===== config.mk =====
export PLATFORM = sky130hd
export DESIGN_NAME = ascon_host_sequencer_flat
export DESIGN_NICKNAME = d
export VERILOG_FILES = /design/src/rtl/ascon_host_sequencer_if.sv /design/src/rtl/ascon_host_sequencer.sv /design/src/flat_wrapper.sv
export SDC_FILE = /design/constraint.sdc
export NUM_CORES = 1
export LEC_CHECK = 0
export ABC_AREA = 1
export BUFFER_PORTS_ARGS = -buffer_cell sky130_fd_sc_hd__buf_2
export CORE_AREA = 2 2 271 273
export DETAILED_ROUTE_END_ITERATION = 10
export DIE_AREA = 0 0 273 275
export GPL_ROUTABILITY_DRIVEN = 0
export SLEW_MARGIN = 20
export SYNTH_ARGS = -nofsm -noshare
export SYNTH_HDL_FRONTEND = slang
export SYNTH_SLANG_ARGS = --single-unit

===== constraint.sdc =====
create_clock -name i_clk -period 2.2 [get_ports i_clk]
set_input_delay 0.44 -clock i_clk [delete_from_list [all_inputs] [get_ports i_clk]]
set_output_delay 0.44 -clock i_clk [all_outputs]
set_load 0.05 [all_outputs]

===== src/rtl/ascon_host_sequencer_if.sv =====
// rtl/ascon_host_sequencer_if.sv - host command, upstream stream, controller and output signal bundle
interface ascon_host_sequencer_if #(
   parameter int LEN_W = 16
);
   logic             cmd_start;
   logic [1:0]       cmd_mode;
   logic [LEN_W-1:0] cmd_ad_len;
   logic [LEN_W-1:0] cmd_msg_len;
   logic [127:0]     cmd_exp_tag;
   logic [63:0]      in_data;
   logic             in_valid;
   logic             in_ready;
   logic             ctl_start;
   logic [1:0]       ctl_mode;
   logic [3:0]       ctl_datalen;
   logic [63:0]      ctl_blockin;
   logic             ctl_AD_read;
   logic             ctl_CTv;
   logic             ctl_Tv;
   logic [63:0]      ctl_CTblock;
   logic [127:0]     ctl_Tag;
   logic [2:0]       ctl_state;
   logic [63:0]      out_data;
   logic [3:0]       out_bytes;
   logic             out_valid;
   logic [127:0]     tag_out;
   logic             done;
   logic             auth_ok;
   logic             err_underrun;

   modport master (
      output cmd_start, cmd_mode, cmd_ad_len, cmd_msg_len, cmd_exp_tag,
      output in_data, in_valid,
      output ctl_AD_read, ctl_CTv, ctl_Tv, ctl_CTblock, ctl_Tag, ctl_state,
      input  in_ready, ctl_start, ctl_mode, ctl_datalen, ctl_blockin,
      input  out_data, out_bytes, out_valid, tag_out, done, auth_ok, err_underrun
   );

   modport slave (
      input  cmd_start, cmd_mode, cmd_ad_len, cmd_msg_len, cmd_exp_tag,
      input  in_data, in_valid,
      input  ctl_AD_read, ctl_CTv, ctl_Tv, ctl_CTblock, ctl_Tag, ctl_state,
      output in_ready, ctl_start, ctl_mode, ctl_datalen, ctl_blockin,
      output out_data, out_bytes, out_valid, tag_out, done, auth_ok, err_underrun
   );
endinterface


===== src/rtl/ascon_host_sequencer.sv =====
// rtl/ascon_host_sequencer.sv - feeds AD/message blocks to the ASCON controller, collects output and tag
module ascon_host_sequencer #(
   parameter int LEN_W = 16
) (
   input logic                   i_clk,
   input logic                   i_nRST,
   ascon_host_sequencer_if.slave bus
);
   typedef enum logic [1:0] {S_IDLE, S_LOAD, S_RUN, S_DONE} state_t;

   state_t           r_state;
   logic [1:0]       r_mode;
   logic [LEN_W-1:0] r_msg_len;
   logic [LEN_W-1:0] r_rem;
   logic [127:0]     r_exp_tag;
   logic [127:0]     r_tag;
   logic [63:0]      r_cur;
   logic             r_loaded;
   logic             r_phase_msg;
   logic             r_fin;
   logic             r_ctl_start;
   logic             r_done;
   logic             r_auth_ok;
   logic             r_err;

   logic             w_active;
   logic             w_frozen;
   logic             w_need_word;
   logic [3:0]       w_datalen;
   logic [63:0]      w_mask;
   logic [63:0]      w_out_mask;
   logic             w_cur_valid;
   logic             w_take;
   logic             w_adv;
   logic             w_out_valid;

   assign w_active    = (r_state == S_LOAD) || (r_state == S_RUN);
   assign w_frozen    = (bus.ctl_state == 3'd5);
   assign w_need_word = (r_rem != '0);
   assign w_datalen   = (r_rem >= LEN_W'(8)) ? 4'd8 : {1'b0, r_rem[2:0]};
   // Keep the leading datalen bytes (byte0 sits in the MSBs)
   assign w_mask      = ~(64'hFFFF_FFFF_FFFF_FFFF >> {w_datalen, 3'b000});
   // A pad-only block (rem==0) is valid without consuming an upstream word
   assign w_cur_valid = w_active && !r_fin && (r_loaded || !w_need_word);
   assign w_take      = (r_state == S_RUN) && !w_frozen && !r_fin &&
                        (bus.ctl_AD_read || bus.ctl_CTv);
   assign w_adv       = w_take && w_cur_valid;
   assign w_out_valid = w_adv && bus.ctl_CTv && r_phase_msg && (w_datalen != 4'd0);
   assign w_out_mask  = w_out_valid ? w_mask : 64'd0;

   assign bus.in_ready     = w_active && !w_frozen && !r_fin && !r_loaded && w_need_word;
   assign bus.ctl_start    = r_ctl_start;
   assign bus.ctl_mode     = r_mode;
   assign bus.ctl_datalen  = w_datalen;
   assign bus.ctl_blockin  = r_cur & w_mask;
   assign bus.out_valid    = w_out_valid;
   assign bus.out_bytes    = w_out_valid ? w_datalen : 4'd0;
   assign bus.out_data     = bus.ctl_CTblock & w_out_mask;
   assign bus.tag_out      = r_tag;
   assign bus.done         = r_done;
   assign bus.auth_ok      = r_auth_ok;
   assign bus.err_underrun = r_err;

   always_ff @(posedge i_clk or negedge i_nRST) begin
      if (!i_nRST) begin
         r_state     <= S_IDLE;
         r_mode      <= '0;
         r_msg_len   <= '0;
         r_rem       <= '0;
         r_exp_tag   <= '0;
         r_tag       <= '0;
         r_cur       <= '0;
         r_loaded    <= 1'b0;
         r_phase_msg <= 1'b0;
         r_fin       <= 1'b0;
         r_ctl_start <= 1'b0;
         r_done      <= 1'b0;
         r_auth_ok   <= 1'b0;
         r_err       <= 1'b0;
      end else begin
         r_ctl_start <= 1'b0;
         r_done      <= 1'b0;

         if (bus.in_valid && bus.in_ready) begin
            r_cur    <= bus.in_data;
            r_loaded <= 1'b1;
         end

         if (w_adv) begin
            r_loaded <= 1'b0;
            r_cur    <= '0;
            if (w_datalen == 4'd8) begin
               r_rem <= r_rem - LEN_W'(8);
            end else if (!r_phase_msg) begin
               r_phase_msg <= 1'b1;
               r_rem       <= r_msg_len;
            end else begin
               r_fin <= 1'b1;
            end
         end

         if (w_take && !w_cur_valid) begin
            r_err <= 1'b1;
         end

         case (r_state)
            S_IDLE: begin
               if (bus.cmd_start) begin
                  r_state     <= S_LOAD;
                  r_mode      <= bus.cmd_mode;
                  r_msg_len   <= bus.cmd_msg_len;
                  r_exp_tag   <= bus.cmd_exp_tag;
                  r_rem       <= bus.cmd_mode[1] ? bus.cmd_ad_len : bus.cmd_msg_len;
                  r_phase_msg <= !bus.cmd_mode[1];
                  r_fin       <= 1'b0;
                  r_loaded    <= 1'b0;
                  r_cur       <= '0;
                  r_err       <= 1'b0;
                  r_auth_ok   <= 1'b0;
               end
            end
            S_LOAD: begin
               if (w_cur_valid) begin
                  r_state     <= S_RUN;
                  r_ctl_start <= 1'b1;
               end
            end
            S_RUN: begin
               if (bus.ctl_Tv) begin
                  r_state   <= S_DONE;
                  r_done    <= 1'b1;
                  r_tag     <= bus.ctl_Tag;
                  r_auth_ok <= r_mode[0] || (bus.ctl_Tag == r_exp_tag);
               end
            end
            default: r_state <= S_IDLE;
         endcase
      end
   end
endmodule

===== src/flat_wrapper.sv =====
// flat-port wrapper written by rule: the top's interface ports become plain ports
module ascon_host_sequencer_flat 
#(
   parameter int LEN_W = 16
)
  (i_clk, i_nRST, bus_cmd_start, bus_cmd_mode, bus_cmd_ad_len, bus_cmd_msg_len, bus_cmd_exp_tag, bus_in_data, bus_in_valid, bus_ctl_AD_read, bus_ctl_CTv, bus_ctl_Tv, bus_ctl_CTblock, bus_ctl_Tag, bus_ctl_state, bus_in_ready, bus_ctl_start, bus_ctl_mode, bus_ctl_datalen, bus_ctl_blockin, bus_out_data, bus_out_bytes, bus_out_valid, bus_tag_out, bus_done, bus_auth_ok, bus_err_underrun);
  ascon_host_sequencer_if #(.LEN_W(LEN_W)) bus_i ();
  input logic i_clk;
  input logic i_nRST;
  input wire logic [$bits(bus_i.cmd_start)-1:0] bus_cmd_start;
  input wire logic [$bits(bus_i.cmd_mode)-1:0] bus_cmd_mode;
  input wire logic [$bits(bus_i.cmd_ad_len)-1:0] bus_cmd_ad_len;
  input wire logic [$bits(bus_i.cmd_msg_len)-1:0] bus_cmd_msg_len;
  input wire logic [$bits(bus_i.cmd_exp_tag)-1:0] bus_cmd_exp_tag;
  input wire logic [$bits(bus_i.in_data)-1:0] bus_in_data;
  input wire logic [$bits(bus_i.in_valid)-1:0] bus_in_valid;
  input wire logic [$bits(bus_i.ctl_AD_read)-1:0] bus_ctl_AD_read;
  input wire logic [$bits(bus_i.ctl_CTv)-1:0] bus_ctl_CTv;
  input wire logic [$bits(bus_i.ctl_Tv)-1:0] bus_ctl_Tv;
  input wire logic [$bits(bus_i.ctl_CTblock)-1:0] bus_ctl_CTblock;
  input wire logic [$bits(bus_i.ctl_Tag)-1:0] bus_ctl_Tag;
  input wire logic [$bits(bus_i.ctl_state)-1:0] bus_ctl_state;
  output wire logic [$bits(bus_i.in_ready)-1:0] bus_in_ready;
  output wire logic [$bits(bus_i.ctl_start)-1:0] bus_ctl_start;
  output wire logic [$bits(bus_i.ctl_mode)-1:0] bus_ctl_mode;
  output wire logic [$bits(bus_i.ctl_datalen)-1:0] bus_ctl_datalen;
  output wire logic [$bits(bus_i.ctl_blockin)-1:0] bus_ctl_blockin;
  output wire logic [$bits(bus_i.out_data)-1:0] bus_out_data;
  output wire logic [$bits(bus_i.out_bytes)-1:0] bus_out_bytes;
  output wire logic [$bits(bus_i.out_valid)-1:0] bus_out_valid;
  output wire logic [$bits(bus_i.tag_out)-1:0] bus_tag_out;
  output wire logic [$bits(bus_i.done)-1:0] bus_done;
  output wire logic [$bits(bus_i.auth_ok)-1:0] bus_auth_ok;
  output wire logic [$bits(bus_i.err_underrun)-1:0] bus_err_underrun;
  assign bus_i.cmd_start = bus_cmd_start;
  assign bus_i.cmd_mode = bus_cmd_mode;
  assign bus_i.cmd_ad_len = bus_cmd_ad_len;
  assign bus_i.cmd_msg_len = bus_cmd_msg_len;
  assign bus_i.cmd_exp_tag = bus_cmd_exp_tag;
  assign bus_i.in_data = bus_in_data;
  assign bus_i.in_valid = bus_in_valid;
  assign bus_i.ctl_AD_read = bus_ctl_AD_read;
  assign bus_i.ctl_CTv = bus_ctl_CTv;
  assign bus_i.ctl_Tv = bus_ctl_Tv;
  assign bus_i.ctl_CTblock = bus_ctl_CTblock;
  assign bus_i.ctl_Tag = bus_ctl_Tag;
  assign bus_i.ctl_state = bus_ctl_state;
  assign bus_in_ready = bus_i.in_ready;
  assign bus_ctl_start = bus_i.ctl_start;
  assign bus_ctl_mode = bus_i.ctl_mode;
  assign bus_ctl_datalen = bus_i.ctl_datalen;
  assign bus_ctl_blockin = bus_i.ctl_blockin;
  assign bus_out_data = bus_i.out_data;
  assign bus_out_bytes = bus_i.out_bytes;
  assign bus_out_valid = bus_i.out_valid;
  assign bus_tag_out = bus_i.tag_out;
  assign bus_done = bus_i.done;
  assign bus_auth_ok = bus_i.auth_ok;
  assign bus_err_underrun = bus_i.err_underrun;
  ascon_host_sequencer #(.LEN_W(LEN_W)) u_core (.i_clk(i_clk), .i_nRST(i_nRST), .bus(bus_i));
endmodule

---- Word-level counts from Yosys, hierarchy flattened ----
Cells that the tools add are included.
word-level totals
  flip-flop bits (word level) ............. 363
  input bits .............................. 428
cells by class
  add/subtract/negate cells ............... 1
  reductions and logical operators ........ 33
  magnitude comparators ................... 1
  eq/ne operators ......................... 8
  bitwise logic cells ..................... 3
  shift-type cells ........................ 1
  multiplexer cells ....................... 40
operators by type and width
  cell                                                   number
  two-way mux 64 bit                                     5
  AND 64 bit                                             2
  == test 128 bit                                        1
  two-way mux 16 bit                                     6
  NOT 64 bit                                             1
  >> shifter 64 x 7 -> 64 bit (first input constant)     1
  two-way mux 1 bit                                      22
  >= comparator 16 x 4 -> 1 bit (second input constant)  1
  nonzero test 16 bit                                    1
  subtractor 16 x 4 -> 16 bit (second input constant)    1
  logical AND 1 bit                                      15
  two-way mux 4 bit                                      2
  zero test 1 bit                                        6
  two-way mux 2 bit                                      3
  one-hot mux 2 bit (3 select lines)                     1
  AND reduction 3 bit                                    2
  == test 4 bit (second input constant)                  1
  logical OR 1 bit                                       4
  inequality test 2 bit (second input constant)          2
  AND reduction 2 bit                                    2
  nonzero test 4 bit                                     1
  == test 3 bit (second input constant)                  1
  == test 2 x 1 -> 1 bit (second input constant)         1
  == test 2 bit (second input constant)                  1
  4 further kinds                                        4

---- Logic depth before layout (Yosys ltp) ----
  depth after elaboration ................. 11
  gate-level depth with buffers ........... 13
  mapped depth without buffers ............ 13

---- Worst setup path before layout ----
Ideal clock, no wire load.
  path type ............................... flip-flop to output port
  from .................................... register u_core.r_state[0]
  to ...................................... output port bus_out_bytes[0]
  path slack .............................. -1.024 ns
  buffers on the path ..................... 0
  data arrival time ....................... 2.784 ns
  cell stages (with the launch flop) ...... 9
  data required time ...................... 1.760 ns
  path through ............................ dfrtp_1 inv_1 ha_1 inv_1 nor4_2 nand3_4 nor2_8 inv_2 nor3_1
between the ends
  word-level cells in the longest chain between the ends .. 9
  elaborated cells on any way between the ends .. 13
  those cells by class .................... 2 x eq/ne; 1 x mux; 10 x reduce/logical
RTL lines
  what                                                            line                                                    RTL
  start: declaration                                              ascon_host_sequencer.sv:11                              state_t r_state;
  start signal: assignment                                        ascon_host_sequencer.sv:66                              r_state <= S_IDLE;
  start signal: assignment                                        ascon_host_sequencer.sv:109                             r_state <= S_LOAD;
  start signal: assignment                                        ascon_host_sequencer.sv:124                             r_state <= S_RUN;
  == test 2 bit / == test 2 x 1 -> 1 bit (equally long branches)  ascon_host_sequencer.sv:37, ascon_host_sequencer.sv:45
  logical AND 1 bit / logical OR 1 bit (equally long branches)    ascon_host_sequencer.sv:45, ascon_host_sequencer.sv:37
  logical AND 1 bit, on equally long branches (2 in series)       ascon_host_sequencer.sv:45, ascon_host_sequencer.sv:44
  logical AND 1 bit *                                             ascon_host_sequencer.sv:47                              assign w_adv = w_take && w_cur_valid;
  logical AND 1 bit * (3 in series)                               ascon_host_sequencer.sv:48                              assign w_out_valid = w_adv && bus.ctl_CTv && r_phase_msg && (w_datalen != 4'd0);
  named net bus_out_valid                                         flat_wrapper.sv:30                                      output wire logic [$bits(bus_i.out_valid)-1:0] bus_out_valid;
  two-way mux 4 bit *                                             ascon_host_sequencer.sv:57                              assign bus.out_bytes = w_out_valid ? w_datalen : 4'd0;
  end: declaration                                                flat_wrapper.sv:29                                      output wire logic [$bits(bus_i.out_bytes)-1:0] bus_out_bytes;
The timed path passes the listed nets; every way through them passes the cells marked *.

---- Worst setup path in the final report ----
  from .................................... register u_core.r_rem[13]
  to ...................................... output port bus_out_data[9]
between the ends
  word-level cells in the longest chain between the ends .. 10
  elaborated cells on any way between the ends .. 15
  those cells by class .................... 1 x order compare; 1 x shift; 2 x mux; 2 x bitwise; 9 x reduce/logical
RTL lines
  what                                                                                   line                         RTL
  start: declaration                                                                     ascon_host_sequencer.sv:14   logic [LEN_W-1:0] r_rem;
  start signal: assignment                                                               ascon_host_sequencer.sv:93   r_rem <= r_rem - LEN_W'(8);
  start signal: assignment                                                               ascon_host_sequencer.sv:96   r_rem <= r_msg_len;
  start signal: assignment                                                               ascon_host_sequencer.sv:113  r_rem <= bus.cmd_mode[1] ? bus.cmd_ad_len : bus.cmd_msg_len;
  parallel branches: the longest is 8 deep, another holds >= comparator 16 x 4 -> 1 bit  -
  two-way mux 64 bit *                                                                   ascon_host_sequencer.sv:49   assign w_out_mask = w_out_valid ? w_mask : 64'd0;
  AND 64 bit *                                                                           ascon_host_sequencer.sv:58   assign bus.out_data = bus.ctl_CTblock & w_out_mask;
  end: declaration                                                                       flat_wrapper.sv:28           output wire logic [$bits(bus_i.out_data)-1:0] bus_out_data;
Every way passes the cells marked *.

==> results.yml <==
pwr:
  p_int_w: 0.0207
  power_density_mw_per_mm2: 1440
  clockPowerShare_pct: 19.3
  power_w: 0.0389
  ir_worst_vdd_uv: 896
  cellLeakagePower_nw: 14.8
  p_sw_share_pct: 46.8
  seqPwrFrac_pct: 29.8
  power_frac_comb_pct: 50.9
  switching_power_w: 0.0182
final_layout:
  final_nets: 3619
  final_cell_area_sq_mm: 0.0270
  final_layout_size_suffix_gt1_share_pct: 32.2
  syn2layout_area_growth_pct: 52.1
  utilization_pct: 37.4
  final_cells: 4187
logic_synthesis:
  yosysMostFrequentCell: "nand2_1"
  seq_area_frac_synth_pct: 51.1
  synth_top_area_share_pct: 51.1
  synth_common_cells: "nand2_1, dfrtp_1, inv_1"
  synth_enable_flop_cells: 0
  ys_top_cells_by_area: "dfrtp_1, nand2_1, inv_1"
  synth_area_per_cell_sq_um: 7.40
  ys_warn_count: 0
  synth.largest_area_cell: "dfrtp_1"
  ys_ff_latch: 363
  synth-async-reset-ratio_pct: 100
  syn_inst: 2400
  yosysUniqueCellTypes: 30
  syn_area_sq_mm: 0.0178
  syn-num-nets: 2832
  ys.flop_type: "dfrtp_1"
global_routing:
  grt_max_degree: 103
  grt_overflow: 0
  antenna_found_initial: 22
  grt_pass1_wl_microns: 105000
  grt_pass1_vias: 17400
  grt.total_usage_pct: 18.5
timing:
  rsz0062_at_grt: "true"
  worstMarginPinSlew_ns: 0.776
  timing.fmax_ghz: 0.319
  maxSlewViolCount: 0
  post-route-period-util_pct: 143
  hold_viol_final: 0
  setup_violations: 138
  layout_setup_ws_ns: -0.936
  period_needed_ns: 3.14
  fin_skew_ns: 0.0207
  relSlewSlack_pct: 48.3
worst_setup_path:
  r2r_end: "u_core.r_state[0]"
  path_max_fanout: 8
  path_depth: 14
  critPathMaxStageDelay_ns: 0.39
  crit_chain: "nor2_2 > nand2_1 > nor2_2 > nand2_2 > nor2_4 > nand2_2 > nand2_4 > nand3_4 > nor2_8 > buf_4 > buf_6 > nand2_8 > nor2_2 > buf_6"
  cp-start-kind: "register"
  rr_worst_depth: 12
  end_kind: "primary output"
  worst_path_max_delay_cell: "dfrtp_1"
  crit_type: "register to primary output"
  cp_top_family: "simple AND/OR/NAND/NOR gates"
  crit_top_cell: "nor2_2"
  rrSetupSlack_ns: 0
  worstPathRequired_ns: 1.76
  path_buf_inv: 3
  arrival_ns: 2.70
  reg2reg_from: "u_core.r_rem[13]"
floorplan:
  fp.dieArea_sq_mm: 0.0751
  die_w_microns: 273
  fp-row-count: 99
  die_h_microns: 275
  core_area_sq_mm: 0.0723
  start_util_pct: 24.6
  io_pins: 700
place:
  hpwl_microns: 56000
  dp_slack_ns: -0.447
  placed_area_sq_mm: 0.0240
  numPortBuffers: 699
  dp.cells: 4071
detailed_routing:
  drtAntennaViolNets: 0
  routed_wl_microns: 73300
  post-route-drc-count: 0
  avgViaCountPerCell: 4.28
  dr_total_vias: 17900
  firstDrtPassIters: 5
  wl_per_cell_microns: 17.5
  drt_iter0_drc: 1073
hold_path:
  holdPathStages: 3
  min_path_type: "input pin to register"
  holdPathEnd: "u_core.r_exp_tag[55]"
  hp-start: "bus_cmd_exp_tag[55]"
status:
  violations: "setup timing"
  status: "complete, but fails checks"
cts:
  tritoncts: "built"
  cts-root-buf: "clkbuf_16"
  numCtsBuffers: 42
  cts_sinks: 363
  cts.clk_slew.worst_paths_ns: 0.06
  clock_latency_ns: 0.56
  cts_buffer_depth: 3
  htree_levels: 2
run:
  maxCapViolCount: 0
==> cells in the final DEF (no fill, tap or decap), types with 3 or more instances in the layout <==
cell type,count
clkinv_2,7
xor2_1,5
a21oi_1,17
nand2_1,1055
diode_2,11
buf_12,60
nand3_4,3
nor2_2,15
nor3b_2,9
nand2_2,7
clkbuf_16,49
buf_6,62
dfrtp_1,363
nand2_8,8
bufinv_16,7
nor3_4,4
inv_1,281
nand3_1,15
ha_1,3
inv_6,3
clkbuf_1,6
buf_8,22
buf_2,593
nor2_4,63
clkinvlp_4,6
nor3_1,3
o21ai_0,114
xnor2_1,94
nor2_1,177
nand2_4,4
o211ai_1,3
clkbuf_8,5
buf_4,87
nor3b_1,38
inv_4,3
inv_2,6
==> worst reg2reg max path, cell delays in order (launching register included) <==
cell	delay, ns
dfrtp_1	0.39
nor2_2	0.15
nand2_1	0.08
nor2_2	0.13
nand2_2	0.10
nor2_4	0.13
nand2_2	0.08
buf_4	0.15
buf_8	0.13
a21oi_1	0.34
o21bai_1	0.19
nand2_1	0.09
o21ai_0	0.09
==> worst max-delay path by stage <==
stage / from / endpoint / slack (ns)
after floorplan: u_core.r_state[0] / bus_out_bytes[1] / -0.59
after global placement: u_core.r_rem[4] / bus_out_data[12] / -0.42
after detailed placement: u_core.r_rem[10] / bus_out_data[12] / -0.45
after CTS: u_core.r_rem[10] / bus_ctl_blockin[8] / -0.92
after global routing: u_core.r_rem[9] / bus_out_data[9] / -1.11
final: u_core.r_rem[13] / bus_out_data[9] / -0.94
==> metrics by stage <==
stage / TNS [ns] / hold slack (ns)
floorplan: -35.53 / 0.144
global placement: -30.39 / 0.434
detailed placement: -33.20 / 0.435
CTS: -104.36 / 0.0226
global route: -126.41 / 0.0348
finish: -102.06 / 0.0665
==> final cells by class <==
class,instances,area (sq um)
multi-input combinational,1650,8020
inverter,296,1150
timing repair inverter,1,5.00
antenna,11,27.5
clock buffer,54,1170
tap,959,1200
sequential,363,9080
fill,7406,45300
timing repair buffer,833,6070
clock inverter,20,295
==> routing by layer <==
metal / global-route usage [%] / vias to the layer above / part of all wire [%]
met5: 0 / - / 0.17
met4: 8.63 / 18 / 4.8
met3: 5.46 / 165 / 8.5
met2: 32.2 / 760 / 49
met1: 20.7 / 8278 / 38
li1: - / 8701 / -
==> state kept, by name (all words and copies together) (netlist names), 2 cells and up <==
name                 flops
u_core.r_exp_tag       128
u_core.bus.tag_out     128
u_core.bus.ctl_mode      2
u_core.r_state           2
u_core.r_msg_len        16
u_core.r_rem            16
u_core.r_cur            64
==> cell families (layout without fill, tap and decap cells) <==
family	count (synthesis)	after routing	share of synthesized area, %
buffers and inverters	387	1204	8.34
adder cells (fa/ha/maj)	4	4	0.282
flip-flops	363	363	51.1
AND/OR/NAND/NOR	1405	1405	31.3
XOR/XNOR	99	99	4.88
AO/OA/AOI/OAI	142	142	4.09
other	0	11	0
==> power groups by stage <==
stage / combinational [W] / clock [W] / sequential [W]
floorplan: 0.00927 / 0 / 0.0152
global placement: 0.0186 / 0 / 0.0115
detailed placement: 0.0188 / 0 / 0.0115
CTS: 0.0194 / 0.00774 / 0.0115
global route: 0.0216 / 0.00802 / 0.0119
finish: 0.0198 / 0.00752 / 0.0116
==> repair_timing <==
action                                 in CTS  in global routing
pin swaps                                   6                 16
gates cloned                                0                  7
endpoints found under the hold margin      33                  0
buffers inserted                           10                 20
hold buffers                                1                  0
resized for setup                         207                102
setup endpoints to repair                 191                223
Note: power is estimated with default switching activity, not from simulation.
